## src/rtl/dmem_arbiter_pkg.sv

```systemverilog
// Shared definitions for the data-memory arbiter: unit-size codes, default widths,
// grant-owner encoding and the fixed-priority owner selection.
package dmem_arbiter_pkg;

  localparam int ADDR_SIZE = 32;
  localparam int WORD_LEN  = 32;

  localparam logic [2:0] FUNCT3_BYTE  = 3'b000;
  localparam logic [2:0] FUNCT3_HALF  = 3'b001;
  localparam logic [2:0] FUNCT3_WORD  = 3'b010;
  localparam logic [2:0] FUNCT3_BYTEU = 3'b100;
  localparam logic [2:0] FUNCT3_HALFU = 3'b101;

  typedef enum logic [1:0] {
    ARB_OWNER_NONE = 2'd0,
    ARB_OWNER_CORE = 2'd1,
    ARB_OWNER_DBG  = 2'd2
  } arb_owner_e;

  // Lock and starvation override win over the core; the core otherwise wins over dbg.
  function automatic arb_owner_e arb_select(input logic lock_held,
                                            input logic wait_hit,
                                            input logic core_req,
                                            input logic dbg_req);
    if (lock_held && dbg_req)     return ARB_OWNER_DBG;
    else if (dbg_req && wait_hit) return ARB_OWNER_DBG;
    else if (core_req)            return ARB_OWNER_CORE;
    else if (dbg_req)             return ARB_OWNER_DBG;
    else                          return ARB_OWNER_NONE;
  endfunction

endpackage

```

## src/rtl/dmem_arbiter_sat_counter.sv

```systemverilog
// Saturating up-counter with synchronous clear (clear wins over increment).
module dmem_arbiter_sat_counter #(
  parameter int W   = 4,
  parameter int MAX = 15
) (
  input  logic         clk,
  input  logic         rst_n,
  input  logic         clr,
  input  logic         inc,
  output logic [W-1:0] count
);

  localparam logic [W-1:0] MAX_V = W'(MAX);

  always_ff @(posedge clk or negedge rst_n) begin
    if (!rst_n) begin
      count <= '0;
    end else if (clr) begin
      count <= '0;
    end else if (inc && (count != MAX_V)) begin
      count <= count + 1'b1;
    end
  end

endmodule

```

## src/rtl/dmem_arbiter.sv

```systemverilog
// Shares the single-port data memory between the core MEM stage and the debug port,
// with bounded dbg starvation, a dbg lock for atomic sequences and registered read data.
module dmem_arbiter #(
  parameter int ADDR_SIZE = dmem_arbiter_pkg::ADDR_SIZE,
  parameter int WORD_LEN  = dmem_arbiter_pkg::WORD_LEN,
  parameter int MAX_WAIT  = 4,
  parameter int LOCK_MAX  = 8
) (
  input  logic                 clk,
  input  logic                 rstN,
  input  logic                 coreReq,
  input  logic                 coreWe,
  input  logic [ADDR_SIZE-1:0] coreAddr,
  input  logic [2:0]           coreSize,
  input  logic [WORD_LEN-1:0]  coreWdata,
  input  logic                 dbgReq,
  input  logic                 dbgWe,
  input  logic [ADDR_SIZE-1:0] dbgAddr,
  input  logic [2:0]           dbgSize,
  input  logic [WORD_LEN-1:0]  dbgWdata,
  input  logic                 dbgLock,
  output logic                 coreGnt,
  output logic                 dbgGnt,
  output logic                 coreRvalid,
  output logic                 dbgRvalid,
  output logic [WORD_LEN-1:0]  coreRdata,
  output logic [WORD_LEN-1:0]  dbgRdata,
  output logic                 memWe,
  output logic [ADDR_SIZE-1:0] memAddr,
  output logic [2:0]           memSize,
  output logic [WORD_LEN-1:0]  memWdata,
  input  logic [WORD_LEN-1:0]  memRdata
);

  import dmem_arbiter_pkg::*;

  arb_owner_e          owner;
  logic [3:0]          wait_cnt;
  logic [3:0]          lock_cnt;
  logic                lock_held;
  logic                wait_hit;
  logic                lock_room;
  logic                lock_set;
  logic                lock_clr;
  logic                core_rd;
  logic                dbg_rd;
  logic                core_vld_p1;
  logic                dbg_vld_p1;
  logic [WORD_LEN-1:0] core_rdata_p1;
  logic [WORD_LEN-1:0] dbg_rdata_p1;

  assign wait_hit  = (wait_cnt == 4'(MAX_WAIT));
  assign lock_room = (lock_cnt < 4'(LOCK_MAX - 1));

  // Grants are suppressed while reset is held so nothing reaches memory.
  always_comb begin
    owner = ARB_OWNER_NONE;
    if (rstN) begin
      owner = arb_select(lock_held, wait_hit, coreReq, dbgReq);
    end
  end

  assign coreGnt = (owner == ARB_OWNER_CORE);
  assign dbgGnt  = (owner == ARB_OWNER_DBG);

  always_comb begin
    memWe    = 1'b0;
    memAddr  = '0;
    memSize  = FUNCT3_WORD;
    memWdata = '0;
    case (owner)
      ARB_OWNER_CORE: begin
        memWe    = coreWe;
        memAddr  = coreAddr;
        memSize  = coreSize;
        memWdata = coreWdata;
      end
      ARB_OWNER_DBG: begin
        memWe    = dbgWe;
        memAddr  = dbgAddr;
        memSize  = dbgSize;
        memWdata = dbgWdata;
      end
      default: ;
    endcase
  end

  dmem_arbiter_sat_counter #(
    .W   (4),
    .MAX (MAX_WAIT)
  ) u_wait_cnt (
    .clk   (clk),
    .rst_n (rstN),
    .clr   (dbgGnt || !dbgReq),
    .inc   (dbgReq && !dbgGnt),
    .count (wait_cnt)
  );

  // The final permitted locked grant releases the lock so the core gets the next cycle.
  assign lock_set = dbgGnt && dbgLock && lock_room;
  assign lock_clr = dbgGnt ? !lock_set : !dbgReq;

  dmem_arbiter_sat_counter #(
    .W   (4),
    .MAX (LOCK_MAX - 1)
  ) u_lock_cnt (
    .clk   (clk),
    .rst_n (rstN),
    .clr   (lock_clr),
    .inc   (lock_set),
    .count (lock_cnt)
  );

  always_ff @(posedge clk or negedge rstN) begin
    if (!rstN) begin
      lock_held <= 1'b0;
    end else if (lock_set) begin
      lock_held <= 1'b1;
    end else if (lock_clr) begin
      lock_held <= 1'b0;
    end
  end

  // ---- stage p0 -> p1: registered read response ----
  assign core_rd = coreGnt && !coreWe;
  assign dbg_rd  = dbgGnt && !dbgWe;

  always_ff @(posedge clk or negedge rstN) begin
    if (!rstN) begin
      core_vld_p1   <= 1'b0;
      dbg_vld_p1    <= 1'b0;
      core_rdata_p1 <= '0;
      dbg_rdata_p1  <= '0;
    end else begin
      core_vld_p1 <= core_rd;
      dbg_vld_p1  <= dbg_rd;
      if (core_rd) core_rdata_p1 <= memRdata;
      if (dbg_rd)  dbg_rdata_p1  <= memRdata;
    end
  end

  assign coreRvalid = core_vld_p1;
  assign dbgRvalid  = dbg_vld_p1;
  assign coreRdata  = core_rdata_p1;
  assign dbgRdata   = dbg_rdata_p1;

  a_one_grant : assert property (@(posedge clk) disable iff (!rstN) !(coreGnt && dbgGnt));

endmodule
```

## config.mk

```make
export PLATFORM = sky130hd
export DESIGN_NAME = dmem_arbiter
export DESIGN_NICKNAME = d
export VERILOG_FILES = /design/src/rtl/dmem_arbiter_pkg.sv /design/src/rtl/dmem_arbiter_sat_counter.sv /design/src/rtl/dmem_arbiter.sv
export SDC_FILE = /design/constraint.sdc
export NUM_CORES = 1
export LEC_CHECK = 0
export CAP_MARGIN = 10
export CORE_AREA = 2 2 122 124
export CTS_CLUSTER_DIAMETER = 150
export DETAILED_ROUTE_END_ITERATION = 6
export DIE_AREA = 0 0 124 126
export PLACE_DENSITY = 0.77
export SLEW_MARGIN = 15
export SYNTH_ARGS = -nofsm -noshare
export SYNTH_HDL_FRONTEND = slang
export SYNTH_SLANG_ARGS = --single-unit
```

## constraint.sdc

```tcl
create_clock -name clk -period 2.69 [get_ports clk]
set_input_delay 0.4035 -clock clk [delete_from_list [all_inputs] [get_ports clk]]
set_output_delay 0.4035 -clock clk [all_outputs]
set_load 0.03 [all_outputs]
```

======== After elaboration in Yosys (flattened, before gate mapping) ========
Cells that the tools add are included.
cells by class
  multiplexer cells ....................... 16
  add/sub/neg operators ................... 2
  $lt $le $gt $ge ......................... 1
  equal/unequal tests ..................... 5
  shifts and indexed selects .............. 0
  bitwise gates (word level) .............. 0
  multiply operators ...................... 0
  divide/modulo/power cells ............... 0
  reduce and logical (&&, ||, !) cells .... 18
operators with widths
  cell                                                         number
  case mux 32 bit (2 select lines)                             2
  2-to-1 mux 4 bit                                             4
  2-to-1 mux 2 bit                                             5
  logical AND 1 bit                                            9
  adder 4 x 1 -> 4 bit (second input constant)                 2
  inequality test 4 x 3 -> 1 bit (second input constant)       2
  case mux 3 bit (2 select lines)                              1
  nonzero test 2 bit                                           3
  logical NOT 1 bit                                            5
  equality test 4 x 3 -> 1 bit (second input constant)         1
  less-than comparator 4 x 3 -> 1 bit (second input constant)  1
  2-to-1 mux 1 bit                                             3
  equality test 2 x 1 -> 1 bit (second input constant)         1
  equality test 2 bit (second input constant)                  1
  case mux 1 bit (2 select lines)                              1
  logical OR 1 bit                                             1
word-level totals
  latch bits .............................. 0
  ROM bits ................................ 0
  flip-flop bits (word level) ............. 75
  memory bits (writable) .................. 0
  output and inout port bits .............. 136
  memories kept ........................... 0
  input bits .............................. 173

======== Logic depth before layout (Yosys ltp) ========
Gate-level depths: netlist of run 1.
  depth after elaboration ................. 12
  gate-level depth with buffers ........... 12
  mapped depth without buffers ............ 9

======== Hierarchy ========
Synthesis of run 1 repeated with hierarchy kept, for this count alone.
unflattened totals
  cell total of the unflattened synthesis .. 434
  area, all modules ....................... 4332.9 µm²
modules (own cells, without submodules)
  module                                  area an instance (µm²)  cells an instance  times used
  dmem_arbiter                            3886.2                  390                1
  dmem_arbiter_sat_counter at u_wait_cnt  235.2                   24                 1
  dmem_arbiter_sat_counter at u_lock_cnt  211.5                   20                 1

======== Worst setup path after synthesis of run 1 ========
Ideal clock, no wire load.
  kind .................................... register -> output
  start point ............................. reg u_wait_cnt.count[0]
  end point ............................... out memWdata[20]
  cell stages (with the launch flop) ...... 13
  data required time ...................... 2.287 ns
  path buffers ............................ 4
  arrival ................................. 2.689 ns
  path slack .............................. -0.402 ns
  cell sequence ........................... dfrtp_1 > inv_1 > ha_1 > and3b_1 > clkbuf_1 > o21ai_0 > and3_1 > ha_1 > clkbuf_2 > buf_2 > buf_2 > a22oi_1 > nor2_1
between the ends
  word-level cells in the longest chain between the ends .. 7
  elaborated cells on any way between the ends .. 8
RTL lines
  element                           RTL line                        RTL
  from (decl)                       dmem_arbiter_sat_counter.sv:10  output logic [W-1:0] count
  from (signal assigned)            dmem_arbiter_sat_counter.sv:21  count <= count + 1'b1;
  equality test 4 x 3 -> 1 bit      dmem_arbiter.sv:52              assign wait_hit = (wait_cnt == 4'(MAX_WAIT));
  logical AND 1 bit                 dmem_arbiter_pkg.sv:26          else if (dbg_req && wait_hit) return ARB_OWNER_DBG;
  2-to-1 mux 2 bit                  dmem_arbiter_pkg.sv:26
  2-to-1 mux 2 bit                  dmem_arbiter_pkg.sv:25          if (lock_held && dbg_req) return ARB_OWNER_DBG;
  2-to-1 mux 2 bit                  dmem_arbiter.sv:58              if (rstN) begin
  equality test 2 x 1 -> 1 bit      -
  via coreGnt                       dmem_arbiter.sv:22              output logic coreGnt,
  case mux 32 bit (2 select lines)  dmem_arbiter.sv:71              case (owner)
  to (decl)                         dmem_arbiter.sv:31              output logic [WORD_LEN-1:0] memWdata,
The timed path passes the listed nets, and every way through them passes these cells.

======== Worst setup path after layout of run 1 ========
  start point ............................. reg u_wait_cnt.count[0]
  end point ............................... out memSize[1]
between the ends
  word-level cells in the longest chain between the ends .. 7
  elaborated cells on any way between the ends .. 8
RTL lines
  element                                                                     RTL line                RTL
  equality test 4 x 3 -> 1 bit *                                              dmem_arbiter.sv:52
  logical AND 1 bit *                                                         dmem_arbiter_pkg.sv:26
  2-to-1 mux 2 bit *                                                          dmem_arbiter_pkg.sv:26
  2-to-1 mux 2 bit *                                                          dmem_arbiter_pkg.sv:25
  2-to-1 mux 2 bit *                                                          dmem_arbiter.sv:58
  equality test 2 bit / equality test 2 x 1 -> 1 bit (equally long branches)  dmem_arbiter.sv:71
  case mux 3 bit (2 select lines) *                                           dmem_arbiter.sv:71
  to (decl)                                                                   dmem_arbiter.sv:30      output logic [2:0] memSize,
Every way passes the cells marked *; elsewhere a longest branch is shown, timed or not.

==> metrics.yaml, run 1 <==
yosys:
  ys_seq_area_frac: 0.461
  ys_warn_count: 0
  synth.distinct_cells: 27
  syn_inst: 352
  ys_ff_latch: 75
  syn-cell-area_um2: 4070
  synth_edf_count: 0
  synthArstFlopShare: 1.00
  syn-num-nets: 531
  synthFlopType: "dfrtp_1"
  syn_area_per_cell_um2: 11.6
clock_tree:
  cts_hold_buffers: 0
  clockBufferDepth: 2
  clkLatencyLatePin_ps: 320
  clk_pin_slew_ps: 60
  cts_tree: "done"
  cts_root_buf: "clkbuf_16"
  numClockSinks: 75
  cts_buffers: 9
  htreeDepth: 3
global_routing:
  grt_pass1_wl_mm: 27.4
  top_usage_layer: "met2"
  met1_usage: 0.268
  use_met2: 0.403
  overflow: 0
  first_global_vias: 4911
  antenna_found_initial: 1
  grt_max_degree: 42
  use_met3: 0.0770
  grt_usage: 0.233
cells_and_area:
  final_cell_mix: "clkdlybuf4s50_1, dfrtp_1, buf_6"
  final_common_cell: "clkdlybuf4s50_1"
  nNetsFinal: 886
  area_growth_pct: 122
  fillCellCount: 1079
  final_area_um2: 9030
  seq_area_um2: 1880
  final_util: 0.631
  drive_above_1_share: 0.472
  multiInputGateArea_um2: 2490
setup_path:
  r2r-start: "u_wait_cnt.count[0]"
  r2r_setup_slack_ps: -40
  worstSetupPathType: "flop to output port"
  crit_top_cell: "ha_4"
  crit_chain: "inv_2 > ha_4 > and3b_2 > nor2_2 > a21o_1 > ha_4 > buf_12 > clkbuf_16 > a221o_1 > buf_6"
  worstReg2RegEnd: "coreRdata[14]"
  start_kind: "flop"
  cp-end-kind: "output port"
  worstRegToRegCells: 13
  max_stage_delay_ps: 400
  crit_arrival_ps: 2470
  slowest_stage: "dfrtp_1"
  cp_max_fo: 17
  required_ps: 2290
die:
  die_w_um: 124
  dieHeight_um: 126
  dieArea_um2: 15600
  pin_count: 309
  rows: 44
  initial_core_util: 0.285
  core_area_um2: 14300
status:
  outcome: "complete, but fails checks"
  violations: "negative setup slack"
drt:
  routed_wl_mm: 19.6
  dr.first_iter.drc_count: 242
  vias_per_cell: 4.97
  firstDrtPassIters: 4
  drc: 0
  wl_per_cell_um: 21.9
  vias: 4450
  antenna_left: 0
worst_hold_path:
  hold_class: "input port to async pin"
placement:
  place.gp.congestion: 0.842
  placed_area_um2: 7450
  place_ws_ps: -39.8
  io_buffer_count: 308
  hpwl_mm: 11.8
sta:
  fmax_ghz: 0.348
  maxSlewViolCount: 0
  fin_crit_ps: 2870
  setup-violations-final: 75
  hold_slack_ps: 187
  rsz0062_at_grt: "yes"
  maxSlewHeadroom: 0.652
  tightest_slew_ps: 522
  fin_ws_ps: -184
  hold_viol_final: 0
  skew_ps: 6.29
  post-route-period-util: 1.07
power:
  power_density_nw_per_um2: 572
  peakVddDrop_uv: 336
  p_sw_mw: 1.76
  p_total_mw: 5.16
  p_leak_nw: 3.77
  p_seq_frac: 0.298
  p_comb_frac: 0.482
  swShare: 0.341
  internal-power_mw: 3.40
  power_frac_clock: 0.220
flow_run:
  maxCapViolCount: 0
## sequential cells by signal, summed over array words and instances, names as in the netlist
signal	flops
u_wait_cnt.count	4
dbgRvalid	1
coreRvalid	1
dbgRdata	32
coreRdata	32
lock_held	1
u_lock_cnt.count	4
## cell type report
class,instances,area share
clock buffer,12,0.0262
tap,184,0.0255
sequential,75,0.208
clock inverter,2,0.00429
multi-input combinational,241,0.276
inverter,4,0.00166
timing repair buffer,376,0.458
antenna,1,0.000277
## how the worst max path moves through the flow
stage,startpoint,endpoint,slack (ps)
2_1_floorplan,u_wait_cnt.count[0],memWdata[12],-70
3_3_place_gp,dbgReq,memWdata[30],70
3_5_place_dp,u_wait_cnt.count[0],coreRdata[31],-40
4_1_cts,u_wait_cnt.count[0],memWdata[23],-100
5_1_grt,u_wait_cnt.count[0],memAddr[2],-250
6_report,u_wait_cnt.count[0],memSize[1],-180
## per-layer routing
layer,vias to the layer above,wire length [µm]
met5,-,0
met4,0,574
met3,41,1480
met2,243,10100
met1,2191,7410
li1,1975,-
## worst max-delay path: cells and delay by family (launching register included)
kind            cells  cell delay (ps)
compound gates      2              540
fa+ha+maj           2              320
buf+inv             4              590
flops               1              400
simple gates        2              290
## cell usage after synthesis (4+ instances only)
master / number / area (µm²)
mux2_2: 6 / 67.6
nor2_1: 72 / 270
inv_1: 4 / 15.0
dfrtp_1: 75 / 1880
a22oi_1: 67 / 503
clkbuf_1: 14 / 52.6
mux2_4: 58 / 871
buf_6: 4 / 45.0
o21ai_0: 5 / 25.0
nand2_1: 7 / 26.3
ha_1: 6 / 75.1
buf_2: 10 / 50.1
## kinds of logic after synthesis
group | after synthesis | synth area share
muxes | 66 | 0.235
DFF | 75 | 0.461
xor gates and xnor gates | 1 | 0.00215
adders and majority gates | 6 | 0.0184
buffers and inverters | 36 | 0.0522
AOI/OAI and AO/OA | 78 | 0.139
and+or+nand+nor | 90 | 0.0919
## power by group through the flow
stage | clock network (mW) | logic [mW] | registers (mW)
2_1_floorplan | 0 | 0.650 | 2.02
3_3_place_gp | 0 | 2.10 | 1.53
3_5_place_dp | 0 | 2.14 | 1.54
4_1_cts | 1.16 | 2.38 | 1.54
5_1_grt | 1.21 | 2.59 | 1.57
6_report | 1.13 | 2.49 | 1.54
## through the flow
stage / cells / setup TNS [ps]
global route: 894 / -13860
floorplan: 352 / -1500
CTS: 880 / -3260
detailed placement: 828 / -96.4
finish: 895 / -6650
global placement: 828 / 0
## timing repair
action	CTS	global route
endpoints found under the hold margin	0	0
pin swaps	27	20
buffers inserted	31	11
endpoints found under the setup margin	71	102
gates resized for setup	123	45
gates cloned	7	4
Note: power is estimated with default switching activity, not from simulation.
==> run 2, diff against run 1 <==
CORE_AREA = default   (was 2 2 122 124)
CORE_MARGIN = 5   (was default)
CORE_UTILIZATION = 31   (was default)
DIE_AREA = default   (was 0 0 124 126)
PLACE_DENSITY = 0.82   (was 0.77)
==> run 2 against run 1 <==
Against the previous run:
- the run still ends with negative setup slack left
- clock skew decreased by 1.3 ps
- utilization increased by 6.6 points
- via count fell by 3.0%
- power is 0.10% higher
- hold slack better by 190 ps
- register-to-register slack better by 160 ps
- routed wire length barely moved
- setup slack better by 39 ps
- critical endpoint is now memWdata[17]
- highest routed layer is now met5
==> metrics.yaml, run 2 (synthesis results as in run 1) <==
power:
  power_frac_clock: 0.245  # was 0.220
  p_sw_mw: 1.75  # was 1.76 mW
  p_comb_frac: 0.458  # was 0.482
  p_leak_nw: 3.60  # was 3.77 nW
  peakVddDrop_uv: 307  # was 336 µV
  internal-power_mw: 3.41  # was 3.40 mW
  p_total_mw: 5.17  # was 5.16 mW
  p_seq_frac: 0.297  # was 0.298
  swShare: 0.340  # was 0.341
  power_density_nw_per_um2: 580  # was 572 nW/µm²
setup_path:
  cp_max_fo: 8  # was 17
  crit_chain: "inv_2 > ha_4 > and3b_2 > o21ai_2 > nand3_2 > ha_4 > buf_12 > clkbuf_16 > a22oi_2 > nor2_2 > buf_12"  # was inv_2 > ha_4 > and3b_2 > nor2_2 > a21o_1 > ha_4 > buf_12 > clkbuf_16 > a221o_1 > buf_6
  start_kind: "flop"  # unchanged
  crit_arrival_ps: 2430  # was 2470 ps
  max_stage_delay_ps: 380  # was 400 ps
  critPathBufInv: 4  # unchanged
  required_ps: 2290  # about the same
  cp-end-kind: "output port"  # unchanged
  cp_top_family: "buffers and inverters"  # unchanged
  worstSetupPathType: "flop to output port"  # unchanged
  slowest_stage: "dfrtp_1"  # unchanged
sta:
  hold_viol_final: 0  # unchanged
  fin_crit_ps: 2830  # was 2870 ps
  post-route-period-util: 1.05  # was 1.07
  fmax_ghz: 0.353  # was 0.348 GHz
  setup-violations-final: 68  # was 75
  maxSlewHeadroom: 0.391  # was 0.652
  rsz0062_at_grt: "yes"  # unchanged
  fin_tns_setup_ps: -7590  # was -6650 ps
  fin_ws_ps: -145  # was -184 ps
  tightest_slew_ps: 913  # was 522 ps
  maxSlewViolCount: 0  # unchanged
  skew_ps: 5.01  # was 6.29 ps
die:
  dieArea_um2: 15500  # was 15600 µm²
  rows: 41  # was 44
  initial_core_util: 0.319  # was 0.285
  die_w_um: 125  # was 124 µm
  pin_count: 309  # unchanged
  dieHeight_um: 125  # was 126 µm
  core_area_um2: 12800  # was 14300 µm²
cells_and_area:
  drive_above_1_share: 0.489  # was 0.472
  fillCellCount: 819  # was 1079
  final_common_cell: "clkdlybuf4s50_1"  # unchanged
  final_cell_mix: "clkdlybuf4s50_1, dfrtp_1, nor2_2"  # was clkdlybuf4s50_1, dfrtp_1, buf_6
  area_growth_pct: 119  # was 122%
  final_area_um2: 8910  # was 9030 µm²
  nNetsFinal: 853  # was 886
  layoutNonFillerInstCount: 852  # was 895
placement:
  io_buffer_count: 308  # unchanged
  hpwl_mm: 13.4  # was 11.8 mm
  placedCellCount: 810  # was 828
  place.gp.congestion: 0.893  # was 0.842
  placed_area_um2: 7610  # was 7450 µm²
clock_tree:
  cts_hold_buffers: 0  # unchanged
  cts_root_buf: "clkbuf_16"  # unchanged
  clkLatencyLatePin_ps: 330  # was 320 ps
  numClockSinks: 75  # unchanged
  cts_tree: "done"  # unchanged
  cts_buffers: 9  # unchanged
  htreeDepth: 3  # unchanged
  clk_pin_slew_ps: 60  # about the same
  clockBufferDepth: 2  # unchanged
global_routing:
  overflow: 0  # unchanged
  grt_usage: 0.226  # was 0.233
  antenna_found_initial: 2  # was 1
  first_global_vias: 4601  # was 4911
  grt_max_degree: 76  # was 42
  grt_pass1_wl_mm: 27.4  # about the same
status:
  outcome: "complete, but fails checks"  # unchanged
  violations: "negative setup slack"  # unchanged
drt:
  wl_per_cell_um: 23.0  # was 21.9 µm
  antenna_left: 0  # unchanged
  vias: 4318  # was 4450
  drc: 0  # unchanged
  firstDrtPassIters: 4  # unchanged
  vias_per_cell: 5.07  # was 4.97
  routed_wl_mm: 19.6  # about the same
  dr.first_iter.drc_count: 195  # was 242
worst_hold_path:
  hold_class: "input port to async pin"  # unchanged
flow_run:
  maxCapViolCount: 0  # unchanged
run 2: cell types whose count changed in the layout (fill, tap and decap cells not counted), moves of 3 or more:
cell / previous run / this run
a22oi_1: 22 / 1
a22oi_2: 45 / 66
buf_6: 69 / 48
buf_4: 37 / 17
buf_12: 18 / 32
nor2_2: 53 / 67
nor2_4: 10 / 1
nor2_1: 9 / 4
buf_8: 3 / 0
mux2_2: 3 / 6
mux2_4: 61 / 58
run 2: power by group through the flow:
| stage | Clock, mW | Combinational [mW] | Sequential, mW |
|---|---|---|---|
| floorplan | 0 | 0.650 | 2.02 |
| global placement | 0 | 2.14 | 1.53 |
| detailed placement | 0 | 2.16 | 1.55 |
| CTS | 1.29 | 2.30 | 1.53 |
| global route | 1.34 | 2.45 | 1.56 |
| finish | 1.27 | 2.37 | 1.53 |
run 2: cell type report:
type / count / area [µm²] / area share
antenna: 1 / 2.50 / 0.000281
clock buffer: 10 / 229 / 0.0257
clock inverter: 6 / 88.8 / 0.00997
inverter: 4 / 15.0 / 0.00169
multi-input combinational: 241 / 2560 / 0.287
sequential: 75 / 1880 / 0.211
tap: 172 / 215 / 0.0242
timing repair buffer: 343 / 3920 / 0.440
run 2: per-stage QoR:
step | util | worst slack (ps) | hold WS (ps)
floorplan | - | -69.4 | 108
global placement | 0.596 | 154 | 468
detailed placement | 0.596 | 21.5 | 478
CTS | 0.669 | -112 | 384
global route | 0.697 | -239 | 436
finish | 0.697 | -145 | 372
run 2: worst register-to-register path, stage by stage, from the launching register on:
cell and delay, ps:
dfrtp_1 380, inv_2 70, ha_4 160, and3b_2 230, o21ai_2 180, and3_4 220
ha_4 250, buf_4 160, nor2b_4 150, buf_12 250, mux2_2 410
run 2: path summary, 6_finish.rpt:
path	from	end	slack, ps	cells past startpoint
hold reg to reg	u_lock_cnt.count[3]	u_lock_cnt.count[3]	500	2
max in group asynchronous	rstN	coreRdata[23]	1730	2
min in group clk	u_lock_cnt.count[3]	u_lock_cnt.count[3]	500	2
hold / removal	rstN	dbgRdata[4]	370	2
setup / recovery	u_wait_cnt.count[0]	memWdata[17]	-140	11
setup reg to reg	u_wait_cnt.count[0]	coreRdata[0]	120	10
run 2: per-layer routing:
metal / track usage / share of wire / vias up
met4: 0.112 / 0.039 / 2
li1: - / - / 1913
met5: 0 / 0.00036 / -
met1: 0.249 / 0.36 / 2111
met3: 0.0772 / 0.087 / 48
met2: 0.386 / 0.51 / 244
run 2: repair_timing:
action,in CTS,in global routing
setup buffers,9,7
gates resized for setup,96,48
cloned,5,4
endpoints found under the setup margin,69,68
pin swaps,9,15
